File: src/rtl/mem_access_unit.sv
// mem_access_unit: MEM-stage load/store unit in front of a word-addressed
// data memory. Byte/half/word loads are extracted, extended and registered.
// Byte/half stores run as a two-cycle read-modify-write with a one-cycle stall.
//
// Optional feature macro: LSU_ALIGN_CHECK_EN
//   defined   - misaligned requests are rejected and reported on misalign
//   undefined - misalign tied low, size 11 acts as word, offending low
//               address bits are masked and the access proceeds
//
// Ports:
//   clk, rst              rising-edge clock, synchronous active-high reset
//   req_valid/we/size/unsigned/addr/wdata   request from EX/MEM
//   busy                  combinational pipeline stall
//   resp_valid/rdata      registered completion pulse and load result
//   misalign              registered, qualified by resp_valid
//   mem_addr/read/write/wdata/rdata         word memory interface
module mem_access_unit #(
    parameter int          ADDR_W      = 32,
    parameter logic [31:0] RESET_RDATA = 32'h0
) (
    input  logic              clk,
    input  logic              rst,
    input  logic              req_valid,
    input  logic              req_we,
    input  logic [1:0]        req_size,
    input  logic              req_unsigned,
    input  logic [ADDR_W-1:0] req_addr,
    input  logic [31:0]       req_wdata,
    output logic              busy,
    output logic              resp_valid,
    output logic [31:0]       resp_rdata,
    output logic              misalign,
    output logic [ADDR_W-1:0] mem_addr,
    output logic              mem_read,
    output logic              mem_write,
    output logic [31:0]       mem_wdata,
    input  logic [31:0]       mem_rdata
);

    localparam logic [1:0] SZ_B = 2'b00;
    localparam logic [1:0] SZ_H = 2'b01;
    localparam logic [1:0] SZ_W = 2'b10;

    typedef enum logic {
        IDLE  = 1'b0,
        MERGE = 1'b1
    } state_t;

    state_t state, state_n;

    // Merge buffer for sub-word stores
    logic [31:0]       lat_word;
    logic [ADDR_W-3:0] lat_waddr;
    logic [1:0]        lat_off;
    logic              lat_half;
    logic [31:0]       lat_wdata;

    logic [1:0]  eff_size;
    logic [1:0]  off;
    logic        mis_req;
    logic [31:0] rd_sh;
    logic [31:0] load_val;
    logic [31:0] lane_mask;
    logic [31:0] wd_sh;
    logic [31:0] merged;

    // Request decode: effective size, lane offset and alignment
    always_comb begin
`ifdef LSU_ALIGN_CHECK_EN
        eff_size = req_size;
        off      = req_addr[1:0];
        mis_req  = (req_size == 2'b11)
                 || (req_size == SZ_H && req_addr[0])
                 || (req_size == SZ_W && req_addr[1:0] != 2'b00);
`else
        eff_size = (req_size == 2'b11) ? SZ_W : req_size;
        mis_req  = 1'b0;
        if (eff_size == SZ_B)
            off = req_addr[1:0];
        else if (eff_size == SZ_H)
            off = {req_addr[1], 1'b0};
        else
            off = 2'b00;
`endif
    end

    // Load lane extraction and extension
    always_comb begin
        rd_sh = mem_rdata >> {off, 3'b000};
        if (eff_size == SZ_B)
            load_val = {{24{~req_unsigned & rd_sh[7]}}, rd_sh[7:0]};
        else if (eff_size == SZ_H)
            load_val = {{16{~req_unsigned & rd_sh[15]}}, rd_sh[15:0]};
        else
            load_val = mem_rdata;
    end

    // Store merge: replace only the addressed lane of the latched word
    always_comb begin
        lane_mask = (lat_half ? 32'h0000_FFFF : 32'h0000_00FF)
                    << {lat_off, 3'b000};
        wd_sh     = lat_wdata << {lat_off, 3'b000};
        merged    = (lat_word & ~lane_mask) | (wd_sh & lane_mask);
    end

    // Next state and memory strobes
    always_comb begin
        state_n   = state;
        busy      = 1'b0;
        mem_read  = 1'b0;
        mem_write = 1'b0;
        mem_addr  = {req_addr[ADDR_W-1:2], 2'b00};
        mem_wdata = req_wdata;
        unique case (state)
            IDLE: begin
                if (req_valid && !mis_req) begin
                    if (!req_we) begin
                        mem_read = 1'b1;
                    end else if (eff_size == SZ_W) begin
                        mem_write = 1'b1;
                    end else begin
                        mem_read = 1'b1;
                        busy     = 1'b1;
                        state_n  = MERGE;
                    end
                end
            end
            MERGE: begin
                mem_addr  = {lat_waddr, 2'b00};
                mem_wdata = merged;
                mem_write = 1'b1;
                state_n   = IDLE;
            end
            default: state_n = IDLE;
        endcase
        // Reset overrides everything, including a pending merge write
        if (rst) begin
            busy      = 1'b0;
            mem_read  = 1'b0;
            mem_write = 1'b0;
            state_n   = IDLE;
        end
    end

    always_ff @(posedge clk) begin
        if (rst) begin
            state      <= IDLE;
            resp_valid <= 1'b0;
            misalign   <= 1'b0;
            resp_rdata <= RESET_RDATA;
            lat_word   <= '0;
            lat_waddr  <= '0;
            lat_off    <= '0;
            lat_half   <= 1'b0;
            lat_wdata  <= '0;
        end else begin
            state      <= state_n;
            resp_valid <= 1'b0;
            misalign   <= 1'b0;
            unique case (state)
                IDLE: begin
                    if (req_valid) begin
                        if (mis_req) begin
                            resp_valid <= 1'b1;
                            misalign   <= 1'b1;
                            resp_rdata <= RESET_RDATA;
                        end else if (!req_we) begin
                            resp_valid <= 1'b1;
                            resp_rdata <= load_val;
                        end else if (eff_size == SZ_W) begin
                            resp_valid <= 1'b1;
                        end else begin
                            lat_word  <= mem_rdata;
                            lat_waddr <= req_addr[ADDR_W-1:2];
                            lat_off   <= off;
                            lat_half  <= (eff_size == SZ_H);
                            lat_wdata <= req_wdata;
                        end
                    end
                end
                MERGE: begin
                    resp_valid <= 1'b1;
                end
                default: ;
            endcase
        end
    end

endmodule

File: config.mk
export PLATFORM = sky130hd
export DESIGN_NAME = mem_access_unit
export DESIGN_NICKNAME = d
export VERILOG_FILES = /design/src/rtl/mem_access_unit.sv
export SDC_FILE = /design/constraint.sdc
export NUM_CORES = 1
export LEC_CHECK = 0
export BUFFER_PORTS_ARGS = -buffer_cell sky130_fd_sc_hd__buf_2
export CORE_MARGIN = 10
export CORE_UTILIZATION = 51
export DETAILED_ROUTE_END_ITERATION = 8
export PLACE_DENSITY_LB_ADDON = 0.15
export SYNTH_ARGS = -nofsm -noshare
export SYNTH_HDL_FRONTEND = slang
export SYNTH_SLANG_ARGS = --single-unit
File: constraint.sdc
create_clock -name clk -period 2.3 [get_ports clk]
set_clock_uncertainty 0.15 [all_clocks]
set_input_delay 0.115 -clock clk [delete_from_list [all_inputs] [get_ports clk]]
set_output_delay 0.115 -clock clk [all_outputs]
set_load 0.02 [all_outputs]
### Yosys cells after proc, flatten, opt, wreduce, memory -nomap -nowiden

Cells that the tools add are included.
Widths: inputs -> output; s select.

* output and inout bits: 101
* memories kept: 0
* bits in registers: 131
* word-level logic and storage cells: 53
* bits in latches: 0
* input bits: 103
* memory bits (read-only): 0
* RAM bits: 0

* bitwise gates (word level): 10
* add/subtract/negate cells: 0
* multiply operators: 0
* magnitude comparators: 0
* reductions and logical operators: 3
* equal/unequal tests: 3
* mux-type cells: 26
* shift operators: 3
* divide/modulo/power cells: 0

Operators with widths (number)
* $mux 32: 4
* $and 32x32->32: 2
* $not 32->32: 1
* $or 32x32->32: 1
* $shl 16x5->32: 1
* $shl 32x5->32: 1
* $shr 32x5->16: 1
* $mux 16: 1
* $mux 1: 15
* $mux 2: 3
* $pmux 1 s2: 3
* $eq 2x2->1 const B: 2
* $not 1->1: 4
* $reduce_and 4->1: 1
* $reduce_and 3->1: 1
* $and 1x1->1: 2
* $eq 2x1->1 const B: 1
* $logic_not 2->1: 1

### Longest topological paths before layout

Gate-level depths: netlist (run 1).

* depth after elaboration: 9
* gate-level depth with buffers: 8
* gate-level depth less buffers: 4

### Least setup slack after synthesis (run 1)

Ideal clock, no wire load.

* path type: register -> output
* from: reg lat_off[0]
* to: out mem_wdata[0]
* cell stages (with the launch flop): 6
* arrival time: 1.536 ns
* path slack: 0.499 ns
* data required time: 2.035 ns
* buffers on the path: 2
* path through: dfxtp_1 > buf_2 > buf_1 > nor2_2 > mux2i_1 > a21oi_1

* longest elaborated chain between the ends: 5
* elaborated cells on any way between the ends: 7
* classes of those cells: shift: 2; mux: 1; bitwise: 4

Ends and longest elaborated chain
* start, declared: line 54 `logic [1:0] lat_off;`
* start signal, assigned: line 153 `lat_off <= '0;`
* start signal, assigned: line 175 `lat_off <= off;`
* $shl 16x5->32: line 100 `lane_mask = (lat_half ? 32'h0000_FFFF : 32'h0000_00FF)`
* $not 32->32: line 103 `merged = (lat_word & ~lane_mask) | (wd_sh & lane_mask);`
* $and 32x32->32: line 103
* $or 32x32->32 (*): line 103
* $mux 32 (*): line 114 `unique case (state)`
* end, declared: line 36 `output logic [31:0] mem_wdata,`

Mark *: on every way between the ends. The rest lies on a longest branch, timed or not.

### Worst setup path in the final report (run 1)

* from: reg state
* to: reg lat_waddr[28]

* longest elaborated chain between the ends: 2

Ends and longest elaborated chain
* start, declared: line 49 `state_t state, state_n;`
* start signal, assigned: line 157 `state <= state_n;`
* $not 1->1 (no line)
* $reduce_and 4->1 (no line)
* end signal, assigned: line 174 `lat_waddr <= req_addr[ADDR_W-1:2];`
* end, declared: line 53 `logic [ADDR_W-3:0] lat_waddr;`

No other way between the ends.
A chain may end at the register's enable or synchronous reset.

==> results of run 1 <==
worst max path at each step:
| stage | from | endpoint | slack (ns) | depth (start not counted) |
|---|---|---|---|---|
| after floorplan | lat_off[0] | mem_wdata[0] | 0.50 | 5 |
| after global placement | lat_off[0] | mem_wdata[22] | 0.37 | 6 |
| after detailed placement | lat_off[0] | mem_wdata[29] | 0.31 | 6 |
| after CTS | state | busy | 0.01 | 5 |
| after global routing | state | busy | 0.01 | 5 |
| final | state | lat_waddr[28] | 0.13 | 6 |
kinds of logic after synthesis:
logic type      share of synthesized area
compound gates                      0.241
buf+inv                            0.0642
other cells                      0.000611
mux                                 0.112
flops                               0.375
simple gates                        0.207
flip-flops by register name, indices dropped and copies added (netlist names):
signal	count
resp_rdata	32
lat_waddr	30
resp_valid	1
lat_off	2
lat_wdata	16
lat_word	32
lat_half	1
state	1
where the power goes:
| group | switching [mW] | internal (mW) | total (mW) |
|---|---|---|---|
| clock | 0.864 | 1.63 | 2.49 |
| sequential | 0.0580 | 2.08 | 2.14 |
| combinational | 0.590 | 0.432 | 1.02 |
routing by layer:
metal	up-vias	global-route usage	part of all wire
met1	3136	0.307	0.42
li1	3306	-	-
met5	-	0	0.00059
met2	279	0.410	0.47
met3	42	0.0872	0.084
met4	2	0.0999	0.019
what timing repair did:
item,in CTS,in global routing
endpoints found under the setup margin,21,16
hold buffers,89,0
endpoints found under the hold margin,90,0
setup buffers,0,0
gates resized for setup,2,8
synth_stat cells, types with 2 or more instances:
master,number,area [um^2]
sky130_fd_sc_hd__buf_1,8,30.0
sky130_fd_sc_hd__inv_1,18,67.6
sky130_fd_sc_hd__a21oi_1,119,596
sky130_fd_sc_hd__and2_1,16,100
sky130_fd_sc_hd__nand2b_1,4,25.0
sky130_fd_sc_hd__a21boi_0,8,60.1
sky130_fd_sc_hd__nor3_1,3,15.0
sky130_fd_sc_hd__mux2i_1,20,200
sky130_fd_sc_hd__o311ai_0,8,70.1
sky130_fd_sc_hd__buf_4,6,45.0
sky130_fd_sc_hd__o31ai_1,10,75.1
sky130_fd_sc_hd__or2_2,2,12.5
sky130_fd_sc_hd__clkbuf_1,46,173
sky130_fd_sc_hd__o21ai_0,21,105
sky130_fd_sc_hd__o211ai_1,16,120
sky130_fd_sc_hd__o21a_1,18,135
sky130_fd_sc_hd__or3_1,3,18.8
sky130_fd_sc_hd__a311oi_1,4,35.0
sky130_fd_sc_hd__nand2_1,205,769
sky130_fd_sc_hd__nor2_1,42,158
sky130_fd_sc_hd__dfxtp_1,115,2300
sky130_fd_sc_hd__o21ai_1,4,20.0
sky130_fd_sc_hd__and3_1,12,75.1
sky130_fd_sc_hd__nor2b_1,2,12.5
sky130_fd_sc_hd__nand3_1,4,20.0
sky130_fd_sc_hd__o221ai_1,17,149
sky130_fd_sc_hd__mux2_2,42,473
sky130_fd_sc_hd__buf_2,15,75.1
sky130_fd_sc_hd__a31oi_1,4,25.0
cells in the final DEF, fill, tap and decap left out, drive strengths merged, types with 4 or more instances in the layout:
cell	n
clkinv	4
inv	19
mux2i	20
o31ai	10
nand2	205
mux2	43
a21boi	8
nor2	43
dfxtp	115
clkbuf	24
o311ai	8
o211ai	17
nand3	4
a31oi	4
diode	4
and3	12
a311oi	4
buf	220
o21ai	26
a21oi	119
dlygate4sd3	89
and2	16
o21a	18
nand2b	4
o221ai	17
tightest hold or removal path, cell delays in order:
cell                      delay [ns]
sky130_fd_sc_hd__buf_2          0.11
sky130_fd_sc_hd__nor3_1         0.05
sky130_fd_sc_hd__buf_4          0.16
sky130_fd_sc_hd__nand2_1        0.06
sky130_fd_sc_hd__o21ai_1        0.05
layout make-up:
type	instances	area [um^2]	area share
Antenna cell	4	10.0	0.00115
Clock buffer	24	472	0.0544
Clock inverter	6	80.1	0.00923
Inverter	19	71.3	0.00822
Multi-Input combinational cell	602	3460	0.399
Sequential cell	115	2310	0.266
Tap cell	147	184	0.0212
Timing Repair Buffer	309	2090	0.241
==> flow_metrics.env, run 1 <==
export IMPL_layout_cell_area_non_filler_um2=8680
export IMPL_areaGrowthSynthToFinish_pct=41.4
export IMPL_whs_path_depth=5
export IMPL_synth_seq_area_share=0.375
export IMPL_fin_ws_ns=0.125
export IMPL_synth_area_per_cell_um2=7.59
export IMPL_number_of_buffers_inserted_by_port_buffering=200
export IMPL_report_final_slew_viol_count=0
export IMPL_clkSinkCount=115
export IMPL_final_hold_viol_count=0
export IMPL_ys_types=46
export IMPL_vdd_ir_drop_worst_mv=0.401
export IMPL_reg2reg_setup_slack_ns=0.13
export IMPL_post_detailed_route_via_to_cell_ratio=5.52
export IMPL_dominantRegCellSynth="sky130_fd_sc_hd__dfxtp_1"
export IMPL_firstDrtPassIters=5
export IMPL_cp_data_required_time_ns=2.44
export IMPL_grt_first_pass_wirelength_mm=34.1
export IMPL_crit_path_end_kind="flip-flop"
export IMPL_min_from="req_unsigned"
export IMPL_power_density_nw_per_um2=652
export IMPL_clk_insertion_delay_late_ns=0.41
export IMPL_grt_setup_unrepaired="false"
export IMPL_leakagePower_nw=3.67
export IMPL_final_fill_count=950
export IMPL_grt_max_degree=96
export IMPL_cp_buffers_inverters=2
export IMPL_rr_startpoint="state"
export IMPL_synth_edf_count=0
export IMPL_critical_path_max_fanout=22
export IMPL_finish_utilization=0.728
export IMPL_synth_async_reset_ratio=0
export IMPL_global_route_overflow_total=0
export IMPL_worst_hold_path_type="primary input to flip-flop"
export IMPL_hold_slack_ns=0.0377
export IMPL_cts_htree_levels=4
export IMPL_clkSlewWorstSetupHoldPaths_ns=0.05
export IMPL_global_route_usage_total=0.255
export IMPL_dieArea_um2=16800
export IMPL_post_detailed_route_drc_marker_count=0
export IMPL_critical_path_top_delay_family="buffers and inverters"
export IMPL_timing_fmax_ghz=0.460
export IMPL_synth_ff_latch_count=115
export IMPL_layout_drive_gt1_share=0.283
export IMPL_std_cell_rows=40
export IMPL_crit_reg2reg_capture="lat_waddr[28]"
export IMPL_top_level_ports=204
export IMPL_numPlacedInstances=1103
export IMPL_crit_arrival_ns=2.31
export IMPL_pre_cts_slack_ns=0.310
export IMPL_maxCapViolations=0
export IMPL_clk_path_buf_depth=2
export IMPL_timing_setup_critical_path_class="flip-flop to flip-flop"
export IMPL_first_global_vias=6555
export IMPL_worstHoldEndpoint="resp_rdata[12]"
export IMPL_layoutNonFillerInstCount=1226
export IMPL_tritoncts_clock_tree="built"
export IMPL_die_span_in_y_um=130
export IMPL_status="finished, final reports clean"
export IMPL_floorplan_initialDensity=0.515
export IMPL_relSlewSlack=0.517
export IMPL_dieWidth_um=130
export IMPL_layout_nets=1167
export IMPL_timing_final_setup_violations=0
export IMPL_setup_tns_final_ns=0
export IMPL_fin_crit_ns=2.17
export IMPL_gp_congestion=0.921
export IMPL_power_total_mw=5.66
export IMPL_vias=6765
export IMPL_synthCells=809
export IMPL_worst_path_largest_cell_delay_ns=0.57
export IMPL_final_min_period_over_clock_period=0.945
export IMPL_synthesis_area_um2=6140
export IMPL_cts_inserted_buffers=17
export IMPL_worst_pin_slew_ns=0.725
export IMPL_ff2ff_path_depth=6
export IMPL_routed_wire_length_per_instance_um=18.0
export IMPL_drt_wl_total_mm=22.0
export IMPL_crit_slowest_cell="sky130_fd_sc_hd__dlygate4sd3_1"
export IMPL_crit_chain="nand2b_1, or2_2, buf_4, nand2_1, a21oi_1, dlygate4sd3_1"
export IMPL_dpl_cell_area_um2=7210
export IMPL_ant_nets=0
export IMPL_antenna_found_initial=2
export IMPL_setup_worst_path_start_class="flip-flop"
export IMPL_total_core_area_um2=11900
export IMPL_clock_root_buffer="sky130_fd_sc_hd__clkbuf_16"
export IMPL_detailedRoute_firstIterationViolations=667
export IMPL_post_detailed_placement_half_perimeter_wirelength_mm=14.7
export IMPL_synth_yosys_warnings=0
Power figures use the tool's default switching activity.
==> inputs of run 2 (changes only) <==
--- a/config.mk
+++ b/config.mk
@@ -7,7 +7,7 @@
 export LEC_CHECK = 0
 export BUFFER_PORTS_ARGS = -buffer_cell sky130_fd_sc_hd__buf_2
 export CORE_MARGIN = 10
-export CORE_UTILIZATION = 51
+export CORE_UTILIZATION = 40
 export DETAILED_ROUTE_END_ITERATION = 8
 export PLACE_DENSITY_LB_ADDON = 0.15
 export SYNTH_ARGS = -nofsm -noshare
==> run 2 against run 1 <==
Net effect: count of clock-buffer cells in the layout is 6 lower; final cell count is 2.7% higher; flip-flop and latch count stayed put; via count is 2.2% lower; critical endpoint is now busy; highest routed layer is now met4; first-iteration DRC count is 30% lower; largest cell class unchanged; utilization is 15 points lower.
==> flow_metrics.env, run 2 (synthesized netlist as in run 1, its figures left out) <==
export IMPL_switchingPower_mw=1.67
export IMPL_most_common_layout_cells="204 x sky130_fd_sc_hd__nand2_1, 200 x sky130_fd_sc_hd__buf_2, 119 x sky130_fd_sc_hd__a21oi_1"
export IMPL_internal_power_mw=4.11
export IMPL_layout_nets=1161
export IMPL_post_detailed_placement_half_perimeter_wirelength_mm=15.4
export IMPL_tritoncts_clock_tree="built"
export IMPL_ff2ff_path_depth=4
export IMPL_grt_max_degree=92
export IMPL_relSlewSlack=0.525
export IMPL_dieArea_um2=20700
export IMPL_rr_startpoint="state"
export IMPL_vdd_ir_drop_worst_mv=0.566
export IMPL_antenna_found_initial=0
export IMPL_drt_wl_total_mm=22.5
export IMPL_timing_setup_critical_path_class="flip-flop to output port"
export IMPL_power_density_nw_per_um2=663
export IMPL_antenna_cells_inserted=0
export IMPL_crit_arrival_ns=1.93
export IMPL_global_route_overflow_total=0
export IMPL_global_route_usage_total=0.211
export IMPL_clk_path_buf_depth=2
export IMPL_hold_slack_ns=0.0597
export IMPL_layout_drive_gt1_share=0.290
export IMPL_seqPwrFrac=0.370
export IMPL_firstDrtPassIters=5
export IMPL_cp_startpoint="state"
export IMPL_detailedRoute_firstIterationViolations=467
export IMPL_cts_htree_levels=4
export IMPL_report_final_slew_viol_count=0
export IMPL_final_min_period_over_clock_period=0.954
export IMPL_worst_hold_path_type="primary input to flip-flop"
export IMPL_layout_commonest_cell="sky130_fd_sc_hd__nand2_1"
export IMPL_fin_crit_ns=2.19
export IMPL_crit_path_end_kind="output port"
export IMPL_final_hold_viol_count=0
export IMPL_clock_root_buffer="sky130_fd_sc_hd__clkbuf_16"
export IMPL_dieWidth_um=144
export IMPL_areaGrowthSynthToFinish_pct=41.9
export IMPL_std_cell_rows=45
export IMPL_setup_tns_final_ns=0
export IMPL_reg2reg_setup_slack_ns=0.53
export IMPL_gp_congestion=0.884
export IMPL_ant_nets=0
export IMPL_leakagePower_nw=3.63
export IMPL_post_detailed_route_drc_marker_count=0
export IMPL_grt_setup_unrepaired="false"
export IMPL_die_span_in_y_um=144
export IMPL_floorplan_initialDensity=0.405
export IMPL_timing_fmax_ghz=0.456
export IMPL_setup_worst_path_start_class="flip-flop"
export IMPL_status="finished, final reports clean"
export IMPL_total_core_area_um2=15100
export IMPL_fraction_of_power_spent_switching_nets=0.288
export IMPL_worst_pin_slew_ns=0.712
export IMPL_largest_registers="lat_word (32), resp_rdata (32), lat_waddr (30)"
export IMPL_final_fill_count=1413
export IMPL_crit_reg2reg_capture="resp_rdata[10]"
export IMPL_timing_final_setup_violations=0
export IMPL_post_detailed_route_via_to_cell_ratio=5.25
export IMPL_top_level_ports=204
export IMPL_critical_path_max_fanout=53
export IMPL_first_global_vias=6471
export IMPL_vias=6616
export IMPL_maxCapViolations=0
export IMPL_grt_first_pass_wirelength_mm=34.7
export IMPL_routed_wire_length_per_instance_um=17.9
export IMPL_number_of_buffers_inserted_by_port_buffering=200
export IMPL_clk_insertion_delay_late_ns=0.42
export IMPL_power_share_clock=0.453
export IMPL_clkSlewWorstSetupHoldPaths_ns=0.06
export IMPL_clkSinkCount=115
export IMPL_combinational_cell_fraction_of_total_power=0.176
export IMPL_cp_data_required_time_ns=2.04
export IMPL_worstSetupEndpoint="busy"
export IMPL_cts_inserted_buffers=17
run 2: cell count changes in the layout (fill, tap and decap cells not counted), moves of 3 or more:
cell                            previous run  this run
sky130_fd_sc_hd__dlygate4sd3_1            89        82
sky130_fd_sc_hd__clkinvlp_4                0         6
sky130_fd_sc_hd__clkbuf_1                  5         1
sky130_fd_sc_hd__diode_2                   4         0
sky130_fd_sc_hd__clkinv_2                  4         1
sky130_fd_sc_hd__inv_6                     0         3
run 2: per-stage QoR:
| step | power (mW) | area (um^2) | instances | setup slack (ns) | util |
|---|---|---|---|---|---|
| 6_report | 5.78 | 8710 | 1259 | 0.107 | 0.575 |
| 5_1_grt | 6.00 | 8710 | 1259 | 0.00720 | 0.575 |
| 3_5_place_dp | 3.08 | 7280 | 1144 | 0.386 | 0.481 |
| 3_3_place_gp | 3.07 | 7280 | 1144 | 0.452 | 0.481 |
| 4_1_cts | 5.80 | 8690 | 1258 | 0.0202 | 0.574 |
| 2_1_floorplan | 2.72 | 6150 | 811 | 0.499 | - |
run 2: worst min-delay path by stage:
stage | start | end | slack, ns | depth (start not counted)
final | req_we | resp_rdata[29] | 0.06 | 4
after global routing | req_addr[0] | lat_off[0] | 0.08 | 4
after global placement | req_addr[28] | lat_waddr[26] | 0.22 | 3
after floorplan | req_wdata[14] | lat_wdata[14] | 0.1 | 2
after CTS | req_addr[0] | lat_off[0] | 0.05 | 4
after detailed placement | req_addr[16] | lat_waddr[14] | 0.22 | 3
run 2: cell type report:
cell class	count	area (um^2)	area share
clock buffer	18	429	0.0493
clock inverter	14	154	0.0177
inverter	19	71.3	0.00819
multi-input combinational	602	3470	0.398
sequential	115	2310	0.265
tap	188	235	0.0270
timing repair buffer	303	2050	0.235
run 2: layer usage:
layer  part of all wire  global-route usage
met5                  0                   0
met4              0.025              0.0828
met3              0.091              0.0752
met2               0.44               0.317
met1               0.44               0.270
run 2: power groups by stage:
stage | sequential (mW) | clock [mW] | combinational (mW)
after floorplan | 2.21 | 0 | 0.508
after global placement | 2.18 | 0 | 0.892
after detailed placement | 2.18 | 0 | 0.896
after CTS | 2.14 | 2.65 | 1.01
after global routing | 2.15 | 2.74 | 1.11
final | 2.14 | 2.62 | 1.02
run 2: critical path: stages, from the launching register on:
cell and delay [ns]:
sky130_fd_sc_hd__dfxtp_4 0.42, sky130_fd_sc_hd__nand2b_2 0.24, sky130_fd_sc_hd__or2_2 0.34, sky130_fd_sc_hd__buf_12 0.20, sky130_fd_sc_hd__nor2_1 0.11, sky130_fd_sc_hd__buf_2 0.18
run 2: what timing repair did:
item                                    CTS  global route
endpoints found under the hold margin    97             0
endpoints found under the setup margin    1            17
hold buffers                             82             0
buffers inserted                          0             1
resized for setup                         1             7
